**config.mk**
```make
export PLATFORM = sky130hd
export DESIGN_NAME = line_sensor_reader
export DESIGN_NICKNAME = d
export VERILOG_FILES = /design/src/rtl/line_sensor_reader.sv
export SDC_FILE = /design/constraint.sdc
export NUM_CORES = 1
export LEC_CHECK = 0
export CORE_ASPECT_RATIO = 2
export CORE_MARGIN = 2
export CORE_UTILIZATION = 50
export CTS_CLUSTER_DIAMETER = 120
export DETAILED_ROUTE_END_ITERATION = 6
export MAX_ROUTING_LAYER = met4
export PLACE_DENSITY = 0.67
export SETUP_SLACK_MARGIN = 0.15
export SLEW_MARGIN = 20
export SYNTH_ARGS = -nofsm -noshare
export SYNTH_HDL_FRONTEND = slang
export SYNTH_SLANG_ARGS = --single-unit
```
**constraint.sdc**
```tcl
create_clock -name clk -period 2.8 [get_ports clk]
set_clock_uncertainty 0.2 [all_clocks]
set_input_delay 0.28 -clock clk [delete_from_list [all_inputs] [get_ports clk]]
set_output_delay 0.28 -clock clk [all_outputs]
set_load 0.05 [all_outputs]
```
**src/rtl/line_sensor_reader.sv**
```systemverilog
// line_sensor_reader
//   Front end for three RC-discharge reflectance sensors. Each scan charges the sensor nodes,
//   releases them and times how long each node takes to read low. A long decay means a dark
//   surface (line) and a short decay means a light floor. Each channel is thresholded into a raw
//   bit, then debounced across scans into a filtered bit (0 = dark line, 1 = light floor).
//
// Ports
//   clk                  system clock
//   rst_n                asynchronous active-low reset
//   sens_in[2:0]         raw sensor pins, [2]=left [1]=middle [0]=right, asynchronous
//   sens_oe[2:0]         1 = drive sensor node high (charge), 0 = release (high-Z)
//   sensors_raw[2:0]     unfiltered per-scan classification, 1 = light
//   scan_done            one-cycle pulse when sensors_raw and the filtered bits update
//   sensorLeftFiltered   filtered left channel
//   sensorMiddleFiltered filtered middle channel
//   sensorRightFiltered  filtered right channel
module line_sensor_reader #(
  parameter int unsigned CHARGE_CYCLES  = 500,
  parameter int unsigned TIMEOUT_CYCLES = 150000,
  parameter int unsigned THRESH         = 25000,
  parameter int unsigned FILT_LEN       = 4,
  parameter int unsigned CNT_W          = 18
) (
  input  logic       clk,
  input  logic       rst_n,
  input  logic [2:0] sens_in,
  output logic [2:0] sens_oe,
  output logic [2:0] sensors_raw,
  output logic       scan_done,
  output logic       sensorLeftFiltered,
  output logic       sensorMiddleFiltered,
  output logic       sensorRightFiltered
);

  localparam logic [1:0] StIdle   = 2'd0;
  localparam logic [1:0] StCharge = 2'd1;
  localparam logic [1:0] StDecay  = 2'd2;
  localparam logic [1:0] StEval   = 2'd3;

  // Disagree counter only ever holds 0..FILT_LEN-1; it clears on the flip.
  localparam int unsigned FCW = (FILT_LEN <= 2) ? 1 : $clog2(FILT_LEN);

  localparam logic [CNT_W-1:0] ChargeLast  = CNT_W'(CHARGE_CYCLES - 1);
  localparam logic [CNT_W-1:0] TimeoutLast = CNT_W'(TIMEOUT_CYCLES - 1);
  localparam logic [CNT_W-1:0] TimeoutVal  = CNT_W'(TIMEOUT_CYCLES);
  localparam logic [CNT_W-1:0] ThreshVal   = CNT_W'(THRESH);
  localparam logic [FCW-1:0]   FiltLast    = FCW'(FILT_LEN - 1);

  logic [1:0]       state_q, state_d;
  logic [CNT_W-1:0] cnt_q, cnt_d;
  logic [2:0]       lat_q, lat_d;
  logic [CNT_W-1:0] lval_q [3];
  logic [CNT_W-1:0] lval_d [3];
  logic [2:0]       sync1_q, sync2_q;
  logic [2:0]       raw_q, raw_d;
  logic [2:0]       filt_q, filt_d;
  logic [FCW-1:0]   fcnt_q [3];
  logic [FCW-1:0]   fcnt_d [3];
  logic             done_q, done_d;
  logic             timeout;

  always_comb begin
    state_d = state_q;
    cnt_d   = cnt_q;
    lat_d   = lat_q;
    raw_d   = raw_q;
    filt_d  = filt_q;
    done_d  = 1'b0;
    timeout = 1'b0;
    for (int i = 0; i < 3; i++) begin
      lval_d[i] = lval_q[i];
      fcnt_d[i] = fcnt_q[i];
    end

    unique case (state_q)
      StIdle: begin
        cnt_d = '0;
        lat_d = '0;
        for (int i = 0; i < 3; i++) lval_d[i] = '0;
        state_d = StCharge;
      end

      StCharge: begin
        if (cnt_q == ChargeLast) begin
          cnt_d   = '0;
          state_d = StDecay;
        end else begin
          cnt_d = cnt_q + 1'b1;
        end
      end

      StDecay: begin
        timeout = (cnt_q == TimeoutLast);
        cnt_d   = cnt_q + 1'b1;
        // First low sample latches the count; a timeout in the same cycle takes precedence.
        for (int i = 0; i < 3; i++) begin
          if (!lat_q[i]) begin
            if (timeout) begin
              lat_d[i]  = 1'b1;
              lval_d[i] = TimeoutVal;
            end else if (!sync2_q[i]) begin
              lat_d[i]  = 1'b1;
              lval_d[i] = cnt_q;
            end
          end
        end
        // Results are registered on the way into EVAL so they, and scan_done, are valid there.
        if (timeout || (&lat_d)) begin
          state_d = StEval;
          done_d  = 1'b1;
          for (int i = 0; i < 3; i++) begin
            raw_d[i] = (lval_d[i] < ThreshVal);
            if (raw_d[i] == filt_q[i]) begin
              fcnt_d[i] = '0;
            end else if (fcnt_q[i] == FiltLast) begin
              filt_d[i] = ~filt_q[i];
              fcnt_d[i] = '0;
            end else begin
              fcnt_d[i] = fcnt_q[i] + 1'b1;
            end
          end
        end
      end

      StEval: begin
        state_d = StIdle;
      end

      default: begin
        state_d = StIdle;
      end
    endcase
  end

  always_ff @(posedge clk or negedge rst_n) begin
    if (!rst_n) begin
      state_q <= StIdle;
      cnt_q   <= '0;
      lat_q   <= '0;
      sync1_q <= '0;
      sync2_q <= '0;
      raw_q   <= 3'b111;
      filt_q  <= 3'b111;
      done_q  <= 1'b0;
      for (int i = 0; i < 3; i++) begin
        lval_q[i] <= '0;
        fcnt_q[i] <= '0;
      end
    end else begin
      state_q <= state_d;
      cnt_q   <= cnt_d;
      lat_q   <= lat_d;
      sync1_q <= sens_in;
      sync2_q <= sync1_q;
      raw_q   <= raw_d;
      filt_q  <= filt_d;
      done_q  <= done_d;
      for (int i = 0; i < 3; i++) begin
        lval_q[i] <= lval_d[i];
        fcnt_q[i] <= fcnt_d[i];
      end
    end
  end

  // Decoded straight from the state flop so reset releases the pads without a clock edge.
  assign sens_oe              = (state_q == StCharge) ? 3'b111 : 3'b000;
  assign sensors_raw          = raw_q;
  assign scan_done            = done_q;
  assign sensorLeftFiltered   = filt_q[2];
  assign sensorMiddleFiltered = filt_q[1];
  assign sensorRightFiltered  = filt_q[0];

endmodule
```
Word-level counts from Yosys, hierarchy flattened
Index checks and enable logic that the tools add are counted.

storage, ports and cells
  register bits after elaboration = 96
  output and inout bits = 10

cells by class
  $add $sub $neg = 4
  magnitude comparators = 3
  eq/ne operators = 13
  mux-type cells = 40
  bitwise operators = 6
  reduce and logical (&&, ||, !) cells = 10

operators with widths
  cell                   count
  $mux 18                13
  $pmux 54 s2            1
  $lt 18x15->1 const B   3
  $pmux 18 s3            1
  $add 18x1->18 const B  1
  $eq 18x18->1 const B   1
  $eq 18x9->1 const B    1
  $mux 2                 8
  $mux 1                 14
  $reduce_and 4->1       3
  $eq 2x2->1 const B     5
  $pmux 2 s4             1
  $add 2x1->2 const B    3
  $not 1->1              6
  $pmux 3 s2             1
  $ne 2x2->1 const B     2
  $reduce_and 2->1       2
  $eq 1x1->1             3
  $mux 3                 1
  $reduce_and 3->1       1
  $reduce_bool 3->1      1
  $eq 2x1->1 const B     1
  $logic_not 2->1        1
  $reduce_bool 2->1      1
  $logic_or 1x1->1       1

Logic depth before layout (Yosys ltp)
Gate-level depths: netlist of run 1.

  word-level depth = 8
  mapped depth = 9
  depth with buffers taken out = 8

Worst setup path after synthesis of run 1
OpenSTA, ideal clock, no wires.

  path kind = register -> register
  start = reg cnt_q[0]
  end = reg fcnt_q[5] (netlist bit)
  data arrival time = 2.261 ns
  setup slack = 0.220 ns
  stages on the path, launching flop included = 10
  buffers on the path = 1
  clock period less this slack = 2.580 ns
  path through = dfrtp_1 ha_1 and3_4 nand4_2 or4_4 buf_6 and3_1 a211oi_2 xnor2_1 a31o_1

on the way
  word-level cells in the longest chain between the ends = 7
  elaborated cells between the ends (all ways) = 20
  those cells by class = order compare: 1; eq/ne: 2; mux: 14; reduce/logical: 3

ends and longest elaborated chain
  what                                              line      text
  from (decl)                                       50        logic [CNT_W-1:0] cnt_q, cnt_d;
  from (signal assigned)                            151       cnt_q <= cnt_d;
  $eq 18x18->1 or $mux 18 (tied branches)           93, 101
  $mux 18 or $mux 1 (tied branches)                 98        if (timeout) begin
  $mux 18 or $mux 1 (tied branches)                 97        if (!lat_q[i]) begin
  $mux 18 or $mux 1 (tied branches)                 75        unique case (state_q)
  $lt 18x15->1 or $reduce_and 3->1 (tied branches)  112, 108
  $eq 1x1->1 or $logic_or 1x1->1 (tied branches)    113, 108
  $mux 2 or $reduce_and 2->1 (tied branches)        -
  to (signal, indexed assignment)                   160       fcnt_q[i] <= fcnt_d[i];
  to (decl)                                         57        logic [FCW-1:0] fcnt_q [3];

Several ways; a longest one is shown, not always the timed one. The select of a mux whose other input is x is not followed.
A chain may end at the register's enable or synchronous reset.

Final worst setup path of run 1
  start = reg lval_q[47] (netlist bit)
  end = reg fcnt_q[5] (netlist bit)

on the way
  word-level cells in the longest chain between the ends = 7

ends and longest elaborated chain
  what                               line  text
  from (decl)                        52    logic [CNT_W-1:0] lval_q [3];
  from (signal, indexed assignment)  159   lval_q[i] <= lval_d[i];
  $mux 18                            101   end else if (!sync2_q[i]) begin
  $mux 18                            98
  $mux 18 *                          97
  $mux 18 *                          75
  $lt 18x15->1 *                     112   raw_d[i] = (lval_d[i] < ThreshVal);
  $eq 1x1->1 *                       113   if (raw_d[i] == filt_q[i]) begin
  $mux 2 *                           113

Every way passes the cells marked *; elsewhere a longest branch is shown, timed or not. The select of a mux whose other input is x is not followed.

==> results.json, run 1 <==
{
  "crit_path_max_incr_delay_ps": 620,
  "dp_worst_setup_slack_ps": 118,
  "ioPinCount": 15,
  "drt-pass1-iter-count": 5,
  "routed-via-count": 3636,
  "edff_count_synth": 0,
  "static-leakage-power_uw": 0.00221,
  "reg2reg_depth": 6,
  "final_design_area_excluding_fillers_sq_um": 4970,
  "global_route.usage.met2": 0.443,
  "synthesis.area_per_instance_sq_um": 9.60,
  "antenna_found_initial": 0,
  "power.total_uw": 2540,
  "postSynth.topFlopCell": "sky130_fd_sc_hd__dfrtp_1",
  "grt_first_pass_wirelength_um": 18200,
  "cts-root-buf": "sky130_fd_sc_hd__clkbuf_16",
  "post_route_drc_violation_count": 0,
  "post_synthesis_cells": 447,
  "largest_net_degree_at_the_start_of_global_routing": 46,
  "synth_top_area_cell": "sky130_fd_sc_hd__dfrtp_1",
  "synth_seq_cells": 87,
  "period_minus_slack_ps": 2610,
  "design.final.nets": 483,
  "clock_tree_buffer_depth": 2,
  "critical_path.n_buffers_inverters": 0,
  "initial_utilization": 0.517,
  "dpl-instance-area_sq_um": 4620,
  "gp_congestion": 0.866,
  "yosysWarnings": 0,
  "mappedNetlistArea_sq_um": 4290,
  "chipWidth_um": 69.5,
  "crit_path_cell_trace": "or4_1 > a311oi_1 > and3_4 > a211oi_4 > xnor2_1 > a31o_1",
  "syn_nets": 460,
  "peakVddDrop_uv": 309,
  "postLayoutSetupSlackWorst_ps": 185,
  "most-common-layout-cells": "sky130_fd_sc_hd__dfrtp_1, sky130_fd_sc_hd__a21oi_1, sky130_fd_sc_hd__nand2_1, sky130_fd_sc_hd__buf_4, sky130_fd_sc_hd__o21ai_0",
  "netlist-cell-type-count": 52,
  "final_common_cell": "sky130_fd_sc_hd__dfrtp_1",
  "grt_util_overall": 0.264,
  "finalWirelength_um": 11300,
  "drv_slew": 0,
  "worstHoldPathCells": 0,
  "cts_tree": "yes",
  "critPathTopFamily": "compound AO/OA/AOI/OAI gates",
  "gr-usage-met1": 0.280,
  "final_layout_size_suffix_gt1_frac": 0.131,
  "run_status": "complete, no violations",
  "asyncSetResetFlopFracSynth": 1.00,
  "clk_pin_slew_worst_paths_ps": 60,
  "cts_inserted_buffers": 9,
  "worst_ep_arrival_time_ps": 2650,
  "worst_pin_slew_ps": 672,
  "setup_viol": 0,
  "overflow": 0,
  "die_y_um": 135,
  "power_per_cell_area_nw_per_um2": 510,
  "period_share": 0.934,
  "hold_viol_final": 0,
  "core_area_sq_um": 8290,
  "dr.first_iter.drc_count": 265,
  "vias_per_cell": 6.35,
  "flow.area_growth_from_synthesis_pct": 16.0,
  "achievable-frequency_ghz": 0.382,
  "synth.area.top_cells": "sky130_fd_sc_hd__dfrtp_1, sky130_fd_sc_hd__a21oi_1, sky130_fd_sc_hd__a22o_1",
  "dpl.hpwl_um": 8080,
  "postRouteAntennaNets": 0,
  "worst-setup-path-type": "flop to flop",
  "worst_slew_margin_rel": 0.549,
  "clkLatencyLatePin_ps": 350,
  "min_path_type": "flop to flop",
  "rsz0062_at_grt": "false",
  "worstPathMaxFanout": 3,
  "critPathRequiredTime_ps": 2830,
  "clkSinkCount": 87,
  "portBuffers": 14,
  "placement_rows": 47,
  "antennaDiodeCount": 0,
  "crit_slowest_cell": "sky130_fd_sc_hd__a311oi_1",
  "met3_usage": 0.0560,
  "routedWlPerCell_um": 19.7,
  "tns_ps": 0,
  "synth_largest_type_area_fraction": 0.472,
  "timing.critical_path.depth": 6,
  "fin_hold_ws_ps": 149,
  "worst_setup_path_end_kind": "flop",
  "global_route.peak_usage_layer": "met2",
  "fp.dieArea_sq_um": 9380,
  "htree_levels": 3,
  "synth_sequential_area_ratio": 0.509,
  "cap_viol_max_count": 0,
  "setup.worst_path.start_class": "flop",
  "vias_in_the_first_global_route": 3536
}
-- final timing paths --
path                       startpoint              to  slack, ps
setup / recovery           lval_q[47]       fcnt_q[5]        190
hold / removal             sync1_q[0]      sync2_q[0]        150
setup reg to reg           lval_q[47]       fcnt_q[5]        190
hold reg to reg            sync1_q[0]      sync2_q[0]        150
max in group asynchronous       rst_n  sensors_raw[1]       1420
min in group asynchronous       rst_n      sync2_q[0]        290
-- registers in the layout, summed over array words and instances (netlist names) --
signal and count:
sensors_raw 3, state_q 2, fcnt_q 6, filt_q 3
lval_q 45, lat_q 3, scan_done 1, sync2_q 3
cnt_q 18, sync1_q 3
-- logic make-up (layout without fill, tap and decap cells) --
kind of cell | count (synthesis) | count (layout) | share of synthesized area
xor gates and xnor gates | 6 | 6 | 0.0123
adders and majority gates | 8 | 8 | 0.0233
muxes | 7 | 7 | 0.0169
buffers and inverters | 46 | 74 | 0.0478
and+or+nand+nor | 134 | 134 | 0.158
AOI/OAI and AO/OA | 159 | 159 | 0.232
DFF | 87 | 87 | 0.509
-- final cells by class --
cell class / count / area (sq um)
multi-input combinational: 314 / 1920
sequential: 87 / 2180
timing repair buffer: 46 / 405
clock inverter: 3 / 42.5
tap: 98 / 123
fill: 699 / 3320
clock buffer: 13 / 250
inverter: 12 / 45.0
-- cell usage after synthesis, drive strengths merged, types with 3 or more instances --
master  count
a21oi      55
dfstp       6
inv        11
o221ai      4
nand2b      6
xor2        3
clkbuf     22
nand4       6
nor2       26
xnor2       3
nand2      41
o31ai       6
a31oi       4
or3         6
and3        7
buf        12
o21ai      36
o22ai      19
nor2b      10
nor3       11
mux2i       5
ha          8
a22o       21
or4         6
dfrtp      81
nand3       8
-- layer usage --
metal  routed length (um)  up-vias
li1                     -     1668
met1                 4200     1780
met2                 5860      137
met3                  586       51
met4                  640        0
met5                    0        -
-- timing repair --
item	in CTS	in global routing
pin swaps	1	5
hold endpoints to repair	44	0
gates resized for setup	0	4
endpoints found under the setup margin	2	14
hold buffers	1	0
setup buffers	0	4
-- report_power, final --
| part | leakage, uW | internal, uW | switching (uW) |
|---|---|---|---|
| registers | 0.00117 | 1260 | 6.08 |
| clock network | 0.000140 | 715 | 480 |
| logic | 0.000904 | 26.7 | 45.4 |
| total | 0.00221 | 2000 | 532 |
-- stage by stage --
| step | cells | util |
|---|---|---|
| after floorplan | 447 | - |
| after global placement | 552 | 0.557 |
| after detailed placement | 552 | 0.557 |
| after CTS | 569 | 0.593 |
| after global routing | 573 | 0.600 |
| final | 573 | 0.600 |
(Power assumes the default switching activity.)
==> inputs of run 2 (changes only) <==
--- a/config.mk
+++ b/config.mk
@@ -6,8 +6,8 @@
 export NUM_CORES = 1
 export LEC_CHECK = 0
 export CORE_ASPECT_RATIO = 2
-export CORE_MARGIN = 2
 export CORE_UTILIZATION = 50
+export CTS_BUF_LIST = sky130_fd_sc_hd__clkbuf_4
 export CTS_CLUSTER_DIAMETER = 120
 export DETAILED_ROUTE_END_ITERATION = 6
 export MAX_ROUTING_LAYER = met4
==> run 2 against run 1 <==
Compared with the run above:
- non-clock buffer count up 6
- cell count up 1.2%
- routed wire length up 2.1%
- fmax up 1.3%
- highest routed layer unchanged
- setup slack better by 33 ps
- utilization down 1.2 points
- sequential cell count unchanged
- total power down 13%
==> results.json, run 2 (synthesized netlist as in run 1, its figures left out) <==
{
  "routed-via-count": 3675,
  "critPathRequiredTime_ps": 2960,
  "worst_slew_margin_rel": 0.558,
  "cts-root-buf": "sky130_fd_sc_hd__clkbuf_4",
  "final_layout_size_suffix_gt1_frac": 0.148,
  "clk_pin_slew_worst_paths_ps": 130,
  "vias_in_the_first_global_route": 3732,
  "largestRegisters": "lval_q x45, cnt_q x18, fcnt_q x6",
  "worstPathMaxFanout": 5,
  "cts_inserted_buffers": 9,
  "cts_tree": "yes",
  "finalWirelength_um": 11500,
  "crit_path_cell_trace": "ha_2 > and3_4 > nand4_2 > or4_4 > and3_1 > a211oi_2 > xnor2_1 > a31o_1",
  "registers.top_by_ff_count": "lval_q",
  "min_path_type": "input pin to flop",
  "grt_first_pass_wirelength_um": 18300,
  "ioPinCount": 15,
  "gp_congestion": 0.884,
  "placement_rows": 47,
  "post_route_drc_violation_count": 0,
  "dpl.hpwl_um": 8300,
  "crit_path_max_incr_delay_ps": 560,
  "period_minus_slack_ps": 2580,
  "worst_ep_arrival_time_ps": 2740,
  "period_share": 0.922,
  "peakVddDrop_uv": 293,
  "antenna_found_initial": 1,
  "static-leakage-power_uw": 0.00218,
  "clkSinkCount": 87,
  "routedWlPerCell_um": 19.9,
  "tns_ps": 0,
  "worst_pin_slew_ps": 663,
  "clock_tree_buffer_depth": 2,
  "ff2ff_setup_slack_ps": 220,
  "grt_util_overall": 0.288,
  "power_per_cell_area_nw_per_um2": 455,
  "chipWidth_um": 67.5,
  "drt-pass1-iter-count": 4,
  "critPathTopFamily": "simple AND/OR/NAND/NOR gates",
  "fp.dieArea_sq_um": 8980,
  "core_area_sq_um": 8290,
  "final_common_cell": "sky130_fd_sc_hd__dfrtp_1",
  "vias_per_cell": 6.34,
  "initial_utilization": 0.517,
  "setup_viol": 0,
  "worst_setup_path_end_kind": "flop",
  "worst-setup-path-type": "flop to flop",
  "achievable-frequency_ghz": 0.387,
  "largest_net_degree_at_the_start_of_global_routing": 51,
  "portBuffers": 14,
  "clkLatencyLatePin_ps": 450,
  "crit_slowest_cell": "sky130_fd_sc_hd__or4_4",
  "htree_levels": 3,
  "postRouteAntennaNets": 0,
  "overflow": 0,
  "largest_register_ffs": 45,
  "dpl-instance-area_sq_um": 4650,
  "design.final.nets": 490,
  "hold_viol_final": 0,
  "critical_path.n_buffers_inverters": 0,
  "dr.first_iter.drc_count": 257,
  "drv_slew": 0,
  "final.fill_count": 717,
  "flow.area_growth_from_synthesis_pct": 13.6,
  "die_y_um": 133,
  "final_design_area_excluding_fillers_sq_um": 4870,
  "most-common-layout-cells": "sky130_fd_sc_hd__dfrtp_1, sky130_fd_sc_hd__a21oi_1, sky130_fd_sc_hd__nand2_1, sky130_fd_sc_hd__buf_4, sky130_fd_sc_hd__o21ai_0",
  "run_status": "complete, no violations",
  "cap_viol_max_count": 0,
  "rsz0062_at_grt": "false",
  "setup.worst_path.start_class": "flop"
}
[run 2: what timing repair did]
item                       in CTS  in global routing
resized for setup               0                  2
cloned                          0                  1
hold buffers                    1                  0
setup endpoints to repair       4                 15
pin swaps                       0                  3
setup buffers                   2                  1
hold endpoints to repair       45                  0
[run 2: per-stage QoR]
step | setup WS [ps] | util | total power, uW | std cells | hold slack, ps
after floorplan | 220 | - | 1320 | 447 | -216
after global placement | 184 | 0.560 | 1360 | 559 | 134
after detailed placement | 109 | 0.560 | 1360 | 559 | 140
after CTS | 157 | 0.585 | 2230 | 577 | 42.5
after global routing | 117 | 0.588 | 2290 | 580 | 39.4
final | 218 | 0.588 | 2220 | 580 | 50.0
[run 2: where the power goes]
| part | total, uW | internal, uW | switching, uW |
|---|---|---|---|
| clock | 879 | 467 | 413 |
| combinational | 73.2 | 26.6 | 46.6 |
| sequential | 1270 | 1260 | 4.54 |
[run 2: path summary, 6_finish.rpt]
path | from | to | cells past startpoint
max | cnt_q[0] | fcnt_q[5] | 8
min | sens_in[2] | sync1_q[2] | 1
max reg2reg | cnt_q[0] | fcnt_q[5] | 8
min reg2reg | sync1_q[2] | sync2_q[2] | 0
max in group asynchronous | rst_n | filt_q[2] | 3
min in group asynchronous | rst_n | sync2_q[0] | 2
[run 2: cell type report]
type	count	area (sq um)	area share
Tap cell	98	123	0.0252
Sequential cell	87	2180	0.448
Multi-Input combinational cell	315	1910	0.393
Inverter	12	45.0	0.00924
Antenna cell	1	2.50	0.000514
Clock inverter	4	95.1	0.0195
Timing Repair Buffer	52	425	0.0873
Clock buffer	11	82.6	0.0169
[run 2: per-layer routing]
| layer | wire, um | share of wire | global-route usage |
|---|---|---|---|
| met3 | 606 | 0.053 | 0.0552 |
| met5 | 0 | 0 | - |
| met1 | 4280 | 0.37 | 0.306 |
| met4 | 640 | 0.056 | 0.181 |
| met2 | 6000 | 0.52 | 0.468 |
==> inputs of run 3 (changes only) <==
==> constraint.sdc (replaced) <==
create_clock -name clk -period 2.8 [get_ports clk]
set_clock_uncertainty 0.2 [all_clocks]
set_input_delay 0.28 -clock clk [delete_from_list [all_inputs] [get_ports clk]]
set_output_delay 0.28 -clock clk [all_outputs]
set_load 0.02 [all_outputs]
==> results of run 3 <==
No change in the layout: final DEF, timing and power equal those of run 2.
